### src/rtl/acia_stream_bridge.sv
// Fabric-side initiator for a 6850-style ACIA: init, status polling,
// RX capture into a valid/ready stream and TX writes from a stream.
module acia_stream_bridge #(
  parameter int unsigned POLL_INTERVAL = 16,
  parameter logic [7:0]  CTRL_INIT     = 8'h14
) (
  input  logic       clk,
  input  logic       reset,
  input  logic       pclk,
  output logic       acia_cs_n,
  output logic       acia_we_n,
  output logic       acia_rs,
  output logic [7:0] acia_din,
  input  logic [7:0] acia_dout,
  input  logic [7:0] tx_data,
  input  logic       tx_valid,
  output logic       tx_ready,
  output logic [7:0] rx_data,
  output logic       rx_valid,
  input  logic       rx_ready,
  output logic       rx_err,
  output logic       init_done
);

  typedef enum logic [2:0] {
    INIT_RST,
    INIT_CFG,
    IDLE,
    STAT_RD,
    STAT_CAP,
    RX_RD,
    RX_CAP,
    TX_WR
  } state_t;

  localparam logic [7:0] POLL_LOAD = 8'(POLL_INTERVAL - 1);

  state_t     state_q;
  logic [7:0] cnt_q;
  logic       cs_n_q;
  logic       we_n_q;
  logic       rs_q;
  logic [7:0] din_q;
  logic [7:0] rx_data_q;
  logic       rx_valid_q;
  logic       rx_err_q;
  logic       init_done_q;
  logic       txe_q;

  always_ff @(posedge clk) begin
    if (reset) begin
      state_q     <= INIT_RST;
      cnt_q       <= 8'd0;
      cs_n_q      <= 1'b1;
      we_n_q      <= 1'b1;
      rs_q        <= 1'b0;
      din_q       <= 8'd0;
      rx_data_q   <= 8'd0;
      rx_valid_q  <= 1'b0;
      rx_err_q    <= 1'b0;
      init_done_q <= 1'b0;
      txe_q       <= 1'b0;
    end else begin
      if (rx_valid_q && rx_ready)
        rx_valid_q <= 1'b0;
      unique case (state_q)
        INIT_RST: begin
          // first cycle after reset only launches the master-reset write
          if (cs_n_q) begin
            cs_n_q <= 1'b0;
            we_n_q <= 1'b0;
            rs_q   <= 1'b0;
            din_q  <= 8'h03;
          end else if (pclk) begin
            state_q <= INIT_CFG;
            din_q   <= CTRL_INIT;
          end
        end
        INIT_CFG: begin
          if (pclk) begin
            state_q     <= IDLE;
            init_done_q <= 1'b1;
            cs_n_q      <= 1'b1;
            we_n_q      <= 1'b1;
            din_q       <= 8'd0;
            cnt_q       <= POLL_LOAD;
          end
        end
        IDLE: begin
          if (cnt_q == 8'd0) begin
            state_q <= STAT_RD;
            cs_n_q  <= 1'b0;
            we_n_q  <= 1'b1;
            rs_q    <= 1'b0;
          end else begin
            cnt_q <= cnt_q - 8'd1;
          end
        end
        STAT_RD: begin
          if (pclk) begin
            state_q <= STAT_CAP;
            cs_n_q  <= 1'b1;
          end
        end
        STAT_CAP: begin
          txe_q <= acia_dout[1];
          if (acia_dout[4] || acia_dout[5])
            rx_err_q <= 1'b1;
          if (acia_dout[0] && !rx_valid_q) begin
            state_q <= RX_RD;
            cs_n_q  <= 1'b0;
            we_n_q  <= 1'b1;
            rs_q    <= 1'b1;
          end else if (acia_dout[1] && tx_valid) begin
            state_q <= TX_WR;
            cs_n_q  <= 1'b0;
            we_n_q  <= 1'b0;
            rs_q    <= 1'b1;
          end else begin
            state_q <= IDLE;
            cnt_q   <= POLL_LOAD;
          end
        end
        RX_RD: begin
          if (pclk) begin
            state_q <= RX_CAP;
            cs_n_q  <= 1'b1;
          end
        end
        RX_CAP: begin
          rx_data_q  <= acia_dout;
          rx_valid_q <= 1'b1;
          if (txe_q && tx_valid) begin
            state_q <= TX_WR;
            cs_n_q  <= 1'b0;
            we_n_q  <= 1'b0;
            rs_q    <= 1'b1;
          end else begin
            state_q <= IDLE;
            cnt_q   <= POLL_LOAD;
          end
        end
        TX_WR: begin
          if (pclk) begin
            state_q <= IDLE;
            cs_n_q  <= 1'b1;
            we_n_q  <= 1'b1;
            cnt_q   <= POLL_LOAD;
          end
        end
        default: begin
          state_q <= INIT_RST;
          cs_n_q  <= 1'b1;
          we_n_q  <= 1'b1;
        end
      endcase
    end
  end

  assign acia_cs_n = cs_n_q;
  assign acia_we_n = we_n_q;
  assign acia_rs   = rs_q;
  assign acia_din  = (state_q == TX_WR) ? tx_data : din_q;
  assign tx_ready  = (state_q == TX_WR) && pclk;
  assign rx_data   = rx_data_q;
  assign rx_valid  = rx_valid_q;
  assign rx_err    = rx_err_q;
  assign init_done = init_done_q;

endmodule

### config.mk
export PLATFORM = sky130hd
export DESIGN_NAME = acia_stream_bridge
export DESIGN_NICKNAME = d
export VERILOG_FILES = /design/src/rtl/acia_stream_bridge.sv
export SDC_FILE = /design/constraint.sdc
export NUM_CORES = 1
export LEC_CHECK = 0
export CAP_MARGIN = 10
export CORE_UTILIZATION = 52
export CTS_BUF_LIST = sky130_fd_sc_hd__clkbuf_4 sky130_fd_sc_hd__clkbuf_8
export DETAILED_ROUTE_END_ITERATION = 6
export PLACE_DENSITY = 0.89
export SLEW_MARGIN = 20
export SYNTH_ARGS = -nofsm -noshare
export SYNTH_HDL_FRONTEND = slang
export SYNTH_SLANG_ARGS = --single-unit
export TNS_END_PERCENT = 50
### constraint.sdc
create_clock -name clk -period 3.1 [get_ports clk]
set_input_delay 0.465 -clock clk [delete_from_list [all_inputs] [get_ports clk]]
set_output_delay 0.465 -clock clk [all_outputs]
set_load 0.02 [all_outputs]
After elaboration in Yosys (flattened, before gate mapping). Cells that the tools add are included.

Add/sub/neg operators: 1. Equal/unequal tests: 23. Multiplexer cells: 37. Reduce and logical (&&, ||, !) cells: 24.

Operators with widths (count): $mux 8 (9); $pmux 8 s4 (1); $mux 3 (9); $ne 2x2->1 const B (12); $pmux 3 s7 (1); $reduce_and 6->1 (3); $pmux 8 s2 (1); $mux 1 (13); $eq 3x3->1 const B (4); $pmux 1 s5 (2); $logic_not 8->1 (1); $reduce_bool 4->1 (2); $sub 8x1->8 const B (1); $eq 3x2->1 const B (2); $ne 3x3->1 const B (2); $logic_and 1x1->1 (5); $reduce_and 5->1 (1); $reduce_bool 5->1 (1); $ne 2x1->1 const B (2); $pmux 1 s4 (1); $reduce_and 2->1 (2); $reduce_and 4->1 (1); $reduce_bool 2->1 (2); $reduce_or 4->1 (1); 6 further kinds (6).

Bits in registers: 34. Output and inout port bits: 23. Logic and storage cells: 96.

Logic depth before layout (Yosys ltp). Gate-level depths: netlist (run 1).

Depth after elaboration: 4. Mapped depth: 8.

Worst setup path before layout (run 1). No wires, ideal clock.

Path type: reg2reg. Start: register cnt_q[0]. End: register we_n_q (netlist: acia_we_n). Setup time: 117 ps. Data arrival time: 1901 ps. Data required time: 2983 ps. Slack: 1082 ps. Cell stages (with the launch flop): 9. Cell sequence: dfxtp_1 > inv_1 > ha_1 > or3b_2 > o2111a_1 > buf_6 > a2111oi_2 > mux2i_1 > nand2b_1.

Longest elaborated chain between the ends: 3.

RTL lines: start: declaration (line 39) `logic [7:0] cnt_q;`; start signal: assignment (line 96) `cnt_q <= cnt_q - 8'd1;`; $logic_not 8->1 (line 90) `if (cnt_q == 8'd0) begin`; $ne 2x2->1 (no source line); $reduce_and 6->1 (no source line); end signal: assignment (line 84) `we_n_q <= 1'b1;`; end signal: assignment (line 93) `we_n_q <= 1'b1;`; end signal: assignment (line 112) `we_n_q <= 1'b1;`; end: declaration (line 41) `logic we_n_q;`.

Every way passes these cells. A chain may end at the register's enable or synchronous reset.

Worst setup path after layout (run 1).
Start: register state_q[0]. End: output port acia_din[6].

Longest elaborated chain between the ends: 2.

RTL lines: start: declaration (line 38) `state_t state_q;`; start signal: assignment (line 52) `state_q <= INIT_RST;`; start signal: assignment (line 75) `state_q <= INIT_CFG;`; start signal: assignment (line 81) `state_q <= IDLE;`; $eq 3x3->1 (line 163) `assign acia_din = (state_q == TX_WR) ? tx_data : din_q;`; $mux 8 (line 163); end: declaration (line 13) `output logic [7:0] acia_din,`.

Every way passes these cells.

==> impl_summary.log, run 1 <==
INFO  metric outcome = finished clean
INFO  metric worstSetupPathType = reg -> out
INFO  metric root_buffer = sky130_fd_sc_hd__clkbuf_4
INFO  metric globalplace.congestion = 0.785
INFO  metric floorplan.rows = 18
INFO  metric nNetsFinal = 234
INFO  metric cts.repair_timing.setup_buffer_count = 0
INFO  metric grt_max_degree = 26
INFO  metric net-switching-power = about 290 uW
INFO  metric power_report.internal_total = approximately 660 uW
INFO  metric die_x_extent = around 55 um
INFO  metric min-delay-path-class = reg -> reg
INFO  metric ys.warnings.count = 0
INFO  metric synthesis.area = 1480 um2
INFO  metric hpwlAfterDp = 2.53 mm
INFO  metric report.final.hold_viol_count = 0
INFO  metric boundary_pins = 44
INFO  metric synth.area.top_cells = sky130_fd_sc_hd__dfxtp_1 (38%), sky130_fd_sc_hd__mux2i_1 (7.4%), sky130_fd_sc_hd__nand2_1 (5.3%), sky130_fd_sc_hd__nor2_1 (5.1%), sky130_fd_sc_hd__a21oi_1 (4.1%)
INFO  metric start_util = 0.572
INFO  metric synth.net_count = just under 200
INFO  metric synth-seq-area-share = 0.378
INFO  metric synthArstFlopShare = 0
INFO  metric clk-insertion-delay-late = 0.33 ns
INFO  metric cp-end-kind = output pin
INFO  metric via_per_inst = 5.83
INFO  metric clock_period_minus_worst_slack = ~2.9 ns
INFO  metric cts.repair.resized = 0
INFO  metric wl_per_cell = 14.2 um
INFO  metric final_wl = approximately 3.4 mm
INFO  metric unrepaired_setup_endpoints_after_global_routing = false
INFO  metric drt_first_iter_violations = 44
INFO  metric synth_top_cell_by_area = sky130_fd_sc_hd__dfxtp_1
INFO  metric timing.final.setup_violations = 0
INFO  metric fmaxAchievable = 0.343 GHz
INFO  metric routed-via-count = 1399
INFO  metric drt_pass_1_iters = 4
INFO  metric antenna-diode-count = 0
INFO  metric cts-root-to-sink-buffers = 2
INFO  metric cts_buffers = 3
INFO  metric antenna_found_initial = 0
INFO  metric clock_pin_slew_reported_for_the_worst_setup_and_hold_paths_after_clock_tree_synthesis = 0.15 ns
INFO  metric power_frac_seq = 0.453
INFO  metric clockPowerShare = 0.252
INFO  metric postLayoutCoreUtil = 0.750
INFO  metric die_height = 55.4 um
INFO  metric tightestPinTransition = 0.582 ns
INFO  metric netSwitchingFraction = 0.301
INFO  metric clock_sinks = 28
INFO  metric area_added_between_synthesis_and_finish = 31.2%
INFO  metric portBuffers = 43
INFO  metric grt_first_pass_wirelength = approximately 5.8 mm
INFO  metric drt_drc_violations_left = 0
INFO  metric tritoncts = done
INFO  metric netlist.area_leader.share = 0.378
INFO  metric yosys_register_bits = 28
INFO  metric netlist_instances = between 150 and 200
INFO  metric syn_area_per_cell = 8.56 um2
INFO  metric grt_remaining_overflow = 0
INFO  metric startpoint_types = flip-flop
INFO  metric multi_input_comb_area = roughly 830 um2
INFO  metric timing.max_cap.violations = 0
INFO  metric cts-hold-fix-buffers = 0
INFO  metric ff_latch_area = ~560 um2
INFO  metric cp_data_required_time = 2.63 ns
INFO  metric grt_util_all_layers = 0.232
INFO  metric fillCellCount = 191
INFO  metric design.die.area = 3070 um2
INFO  metric core-area = 2590 um2
INFO  metric timing.critical_path.fanout_max = 19
INFO  metric cellLeakagePower = a little over 0.0007 uW
INFO  metric vdd.ir_drop.worst = 0.402 mV
INFO  metric synth.distinct_cells = 46
INFO  metric p_comb_frac = 0.294
INFO  metric htreeDepth = 1
INFO  metric synth-edff-count = 0
INFO  metric ant_nets = 0
INFO  metric clock_skew = 0.00267 ns
INFO  metric postSynth.topFlopCell = sky130_fd_sc_hd__dfxtp_1
INFO  metric p_per_area = 489 nW/um2
INFO  metric drive_above_1_share = 0.0762
INFO  metric slew_headroom = 0.612
INFO  metric timing.final.max_slew_violations = 0
INFO  metric finalSetupTns = 0 ns
INFO  metric cp.arrival = 2.45 ns
INFO  metric final.period_utilization = 0.939
INFO  metric vias_in_the_first_global_route = approximately 1300
==> cell families after synthesis <==
family | after synthesis | share of synthesized area
AND/OR/NAND/NOR | 74 | 0.271
multiplexers | 11 | 0.0743
adder cells (fa/ha/maj) | 2 | 0.0169
AO/OA/AOI/OAI | 38 | 0.179
flip-flops | 28 | 0.378
XOR/XNOR | 3 | 0.0177
buffers and inverters | 17 | 0.0625
==> metal layers <==
layer | share of wire | wire [um] | global-route usage | up-vias
met5 | 0 | 0 | 0 | -
met2 | 0.50 | 1710 | 0.403 | 58
met1 | 0.41 | 1420 | 0.281 | 651
met3 | 0.075 | 256 | 0.0585 | 5
met4 | 0.0088 | 30 | 0.0679 | 0
li1 | - | - | - | 685
==> state kept, by name (all words and copies together), names as in the netlist, 2 cells and up <==
| name | cells |
|---|---|
| state_q | 3 |
| cnt_q | 8 |
| din_q | 2 |
| rx_data | 8 |
==> power by group through the flow <==
| stage | combinational [uW] | sequential, uW | clock (uW) |
|---|---|---|---|
| after floorplan | 198 | 425 | 0 |
| after global placement | 262 | 435 | 0 |
| after detailed placement | 277 | 437 | 0 |
| after CTS | 280 | 430 | 241 |
| final | 280 | 431 | 240 |
| after global routing | 308 | 437 | 256 |
==> layout make-up <==
type | instances | area share
clock buffer | 3 | 0.0116
clock inverter | 1 | 0.0155
inverter | 5 | 0.00966
multi-input combinational | 128 | 0.426
sequential | 28 | 0.288
tap | 30 | 0.0193
timing repair buffer | 45 | 0.229
==> cells in the final DEF, fill, tap and decap left out, types with 2 or more instances in the layout <==
| cell type | netlist | final |
|---|---|---|
| sky130_fd_sc_hd__a21oi_1 | 12 | 12 |
| sky130_fd_sc_hd__a221oi_1 | 2 | 2 |
| sky130_fd_sc_hd__a31oi_1 | 2 | 2 |
| sky130_fd_sc_hd__and2_1 | 5 | 5 |
| sky130_fd_sc_hd__buf_4 | 1 | 2 |
| sky130_fd_sc_hd__clkbuf_4 | 0 | 3 |
| sky130_fd_sc_hd__clkdlybuf4s50_1 | 0 | 43 |
| sky130_fd_sc_hd__dfxtp_1 | 28 | 28 |
| sky130_fd_sc_hd__ha_1 | 2 | 2 |
| sky130_fd_sc_hd__inv_1 | 5 | 5 |
| sky130_fd_sc_hd__mux2i_1 | 11 | 11 |
| sky130_fd_sc_hd__nand2_1 | 21 | 21 |
| sky130_fd_sc_hd__nand2b_1 | 6 | 6 |
| sky130_fd_sc_hd__nand3_1 | 3 | 3 |
| sky130_fd_sc_hd__nor2_1 | 20 | 20 |
| sky130_fd_sc_hd__nor3_1 | 2 | 2 |
| sky130_fd_sc_hd__nor3_4 | 2 | 2 |
| sky130_fd_sc_hd__nor4_1 | 2 | 2 |
| sky130_fd_sc_hd__o21a_1 | 2 | 2 |
| sky130_fd_sc_hd__o21ai_0 | 5 | 5 |
| sky130_fd_sc_hd__o21bai_1 | 2 | 2 |
| sky130_fd_sc_hd__or3_1 | 4 | 4 |
| sky130_fd_sc_hd__or4_1 | 2 | 2 |
| sky130_fd_sc_hd__xor2_1 | 3 | 3 |
==> metrics by stage <==
step	setup WS (ns)	area (um2)	hold slack [ns]	instances	power [uW]
floorplan	1.08	1480	0.446	173	623
global placement	0.702	1890	0.438	236	696
detailed placement	0.575	1890	0.452	236	714
CTS	0.192	1940	0.475	240	950
global route	0.0284	1940	0.499	240	1000
finish	0.188	1940	0.473	240	950
==> synthesized netlist by cell type (all sizes together) (2+ instances only) <==
cell / instances
nor4: 2
o21ai: 6
nand2: 21
ha: 2
a21oi: 13
a31oi: 2
mux2i: 11
o21bai: 2
or3: 5
clkbuf: 5
dfxtp: 28
xor2: 3
nand3: 3
buf: 7
or4: 3
nor2: 20
o21a: 2
and2: 5
nor3: 4
a221oi: 3
nand2b: 6
inv: 5
==> critical path: stages (launching register included) <==
cell                              delay [ns]
sky130_fd_sc_hd__dfxtp_1                0.72
sky130_fd_sc_hd__nand2_1                0.18
sky130_fd_sc_hd__nor2_1                 0.40
sky130_fd_sc_hd__and2_1                 0.20
sky130_fd_sc_hd__clkdlybuf4s50_1        0.61
==> worst paths after layout <==
| check | startpoint | endpoint | slack [ns] | depth (start not counted) |
|---|---|---|---|---|
| max | state_q[0]$_SDFFE_PP0P_ | acia_din[6] | 0.19 | 4 |
| min | rx_err$_SDFFE_PP0P_ | rx_err$_SDFFE_PP0P_ | 0.47 | 2 |
| max reg2reg | state_q[1]$_SDFFE_PP0P_ | cnt_q[7]$_SDFFE_PP0P_ | 0.63 | 6 |
| min reg2reg | rx_err$_SDFFE_PP0P_ | rx_err$_SDFFE_PP0P_ | 0.47 | 2 |
Note: power is estimated with default switching activity, not from simulation.
==> run 2, diff against run 1 <==
CAP_MARGIN = 20   (was 10)
==> results of run 2 <==
Final layout, timing and power as in run 1 (identical DEF).
==> run 3, diff against run 2 <==
CORE_UTILIZATION = 50   (was 52)
CTS_BUF_LIST = not set   (was sky130_fd_sc_hd__clkbuf_4 sky130_fd_sc_hd__clkbuf_8)
PLACE_DENSITY = 0.86   (was 0.89)
==> run 3 against run 2 <==
Net effect:
- setup slack improved by 0.12 ns
- critical path type unchanged
- sequential power barely moved
- wire length fell by 3.4%
- register-to-register slack improved by 0.18 ns
- clock skew rose by 0.0042 ns
- largest power group unchanged
- via count fell by 5.1%
- clock power fell by 38%
- combinational power fell by 2%
- highest routed layer unchanged
- final area fell by 1.4%
==> impl_summary.log, run 3 (synthesized netlist as in run 1, its figures left out) <==
INFO  metric cellLeakagePower = 0.000713 uW (-1.8%)
INFO  metric clock_period_minus_worst_slack = 2.80 ns (-0.116 ns)
INFO  metric slew_headroom = 0.662 (+0.0499)
INFO  metric antenna-diode-count = 0 (unchanged)
INFO  metric die_height = 56.4 um (+1.9%)
INFO  metric cp.arrival = 2.33 ns (-0.12 ns)
INFO  metric vias_in_the_first_global_route = 1295 (-3.6%)
INFO  metric final_cells = 240 (unchanged)
INFO  metric clock_pin_slew_reported_for_the_worst_setup_and_hold_paths_after_clock_tree_synthesis = 0.14 ns (about the same)
INFO  metric die_x_extent = 56.4 um (+1.9%)
INFO  metric cts-root-to-sink-buffers = 2 (unchanged)
INFO  metric drive_above_1_share = 0.0813 (+0.00515)
INFO  metric tightestPinTransition = 0.508 ns (-0.0741 ns)
INFO  metric vdd.ir_drop.worst = 0.337 mV (-16%)
INFO  metric drt_pass_1_iters = 4 (unchanged)
INFO  metric area_added_between_synthesis_and_finish = 29.4%
INFO  metric cp-end-kind = output pin
INFO  metric critPathLaunch = state_q[2]$_SDFFE_PP0P_
INFO  metric core-area = 2780 um2 (+7.4%)
INFO  metric floorplan.rows = 19 (+1)
INFO  metric design.die.area = 3180 um2 (+3.8%)
INFO  metric cts_buffers = 3 (unchanged)
INFO  metric unrepaired_setup_endpoints_after_global_routing = false
INFO  metric commonest_non_fill_non_tap_cell_in_the_layout = sky130_fd_sc_hd__clkdlybuf4s50_1
INFO  metric start_util = 0.533 (-0.0394)
INFO  metric portBuffers = 43 (unchanged)
INFO  metric placedCellCount = 237 (+0.42%)
INFO  metric routed-via-count = 1327 (-5.1%)
INFO  metric report.final.hold_viol_count = 0 (unchanged)
INFO  metric globalplace.congestion = 0.858 (+9.4%)
INFO  metric reg2reg_start = state_q[2]$_SDFFE_PP0P_
INFO  metric final.period_utilization = 0.902 (-0.0374)
INFO  metric nNetsFinal = 234 (unchanged)
INFO  metric htreeDepth = 1 (unchanged)
INFO  metric cp_data_required_time = 2.63 ns (about the same)
INFO  metric timing.max_cap.violations = 0 (unchanged)
INFO  metric worstReg2RegEnd = cnt_q[7]$_SDFFE_PP0P_
INFO  metric drt_first_iter_violations = 41 (-6.8%)
INFO  metric antenna_found_initial = 0 (unchanged)
INFO  metric finalSetupTns = 0 ns (unchanged)
INFO  metric timing.critical_path.fanout_max = 13 (-6)
INFO  metric min-delay-path-class = reg -> reg
INFO  metric boundary_pins = 44 (unchanged)
INFO  metric fmaxAchievable = 0.358 GHz (+4.1%)
INFO  metric drt_drc_violations_left = 0 (unchanged)
INFO  metric timing.final.max_slew_violations = 0 (unchanged)
INFO  metric clock_skew = 0.00691 ns (+0.00424 ns)
INFO  metric p_per_area = 446 nW/um2 (-8.9%)
INFO  metric via_per_inst = 5.53 (-5.1%)
INFO  metric grt_first_pass_wirelength = 5.44 mm (-6.7%)
INFO  metric reg2regPathDepth = 6 (unchanged)
INFO  metric final_cell_mix = sky130_fd_sc_hd__clkdlybuf4s50_1 (43), sky130_fd_sc_hd__dfxtp_1 (26), sky130_fd_sc_hd__nand2_1 (21), sky130_fd_sc_hd__nor2_1 (20), sky130_fd_sc_hd__a21oi_1 (12)
INFO  metric cts-hold-fix-buffers = 0 (unchanged)
INFO  metric clk-insertion-delay-late = 0.33 ns (about the same)
INFO  metric ant_nets = 0 (unchanged)
INFO  metric hpwlAfterDp = 2.57 mm (+1.3%)
INFO  metric r2r_slack = 0.81 ns (+0.18 ns)
INFO  metric worstSetupEndpoint = acia_din[7]
INFO  metric grt_util_all_layers = 0.218 (-0.0145)
INFO  metric outcome = finished clean
INFO  metric worstSetupPathType = reg -> out
INFO  metric startpoint_types = flip-flop
INFO  metric tritoncts = done
INFO  metric grt_remaining_overflow = 0 (unchanged)
INFO  metric grt_max_degree = 25 (-3.8%)
INFO  metric final_wl = 3.30 mm (-3.4%)
INFO  metric timing.final.setup_violations = 0 (unchanged)
INFO  metric clock_sinks = 28 (unchanged)
INFO  metric wl_per_cell = 13.8 um (-3.4%)
INFO  metric root_buffer = sky130_fd_sc_hd__clkbuf_4
[run 3: changes by cell type in the layout (fill, tap and decap cells not counted)]
cell	previous run	this run
sky130_fd_sc_hd__dfxtp_1	28	26
sky130_fd_sc_hd__bufinv_16	1	0
sky130_fd_sc_hd__dfxtp_2	0	2
[run 3: power breakdown]
group          internal, uW  total (uW)  switching (uW)
Combinational           142         273             132
Clock                  45.7         149             103
Sequential              392         432            40.0
[run 3: worst min path at each step]
stage,from,depth (start not counted),slack [ns],end
after floorplan,cnt_q[7]$_SDFFE_PP0P_,2,0.45,cnt_q[7]$_SDFFE_PP0P_
after global placement,rx_err$_SDFFE_PP0P_,2,0.44,rx_err$_SDFFE_PP0P_
after detailed placement,rx_err$_SDFFE_PP0P_,2,0.44,rx_err$_SDFFE_PP0P_
after CTS,rx_err$_SDFFE_PP0P_,2,0.47,rx_err$_SDFFE_PP0P_
after global routing,rx_err$_SDFFE_PP0P_,2,0.50,rx_err$_SDFFE_PP0P_
final,rx_err$_SDFFE_PP0P_,2,0.46,rx_err$_SDFFE_PP0P_
[run 3: layout make-up]
class                   instances  area, um2
clock buffers                   3       22.5
inverters                       5       18.8
well taps                      31       38.8
fillers                       231        865
repair buffers                 45        445
flip-flops and latches         28        563
multi-input cells             128        828
[run 3: critical path, cell delays in order (launching register included)]
cell and delay [ns]:
sky130_fd_sc_hd__dfxtp_1 0.58, sky130_fd_sc_hd__inv_1 0.21, sky130_fd_sc_hd__nor2_1 0.40, sky130_fd_sc_hd__and2_1 0.20
sky130_fd_sc_hd__clkdlybuf4s50_1 0.60
[run 3: per-layer routing]
layer	GRT usage	wire length (um)	vias to the layer above
met5	0	0	-
met4	0.108	48	0
met3	0.0576	235	6
met2	0.380	1660	48
met1	0.241	1360	590
li1	-	-	683
[run 3: per-stage QoR]
step	utilization	hold slack, ns	total power (uW)	setup slack, ns	instance area [um2]
floorplan	-	0.446	623	1.08	1480
global placement	0.680	0.437	697	0.695	1890
detailed placement	0.680	0.444	712	0.587	1890
CTS	0.688	0.466	853	0.207	1910
global route	0.689	0.495	899	0.0903	1920
finish	0.689	0.465	854	0.304	1920
[run 3: repair_timing]
item,4_1_cts,5_1_grt
setup buffers,0,0
hold endpoints to repair,0,0
gates resized for setup,0,2
endpoints found under the setup margin,0,2
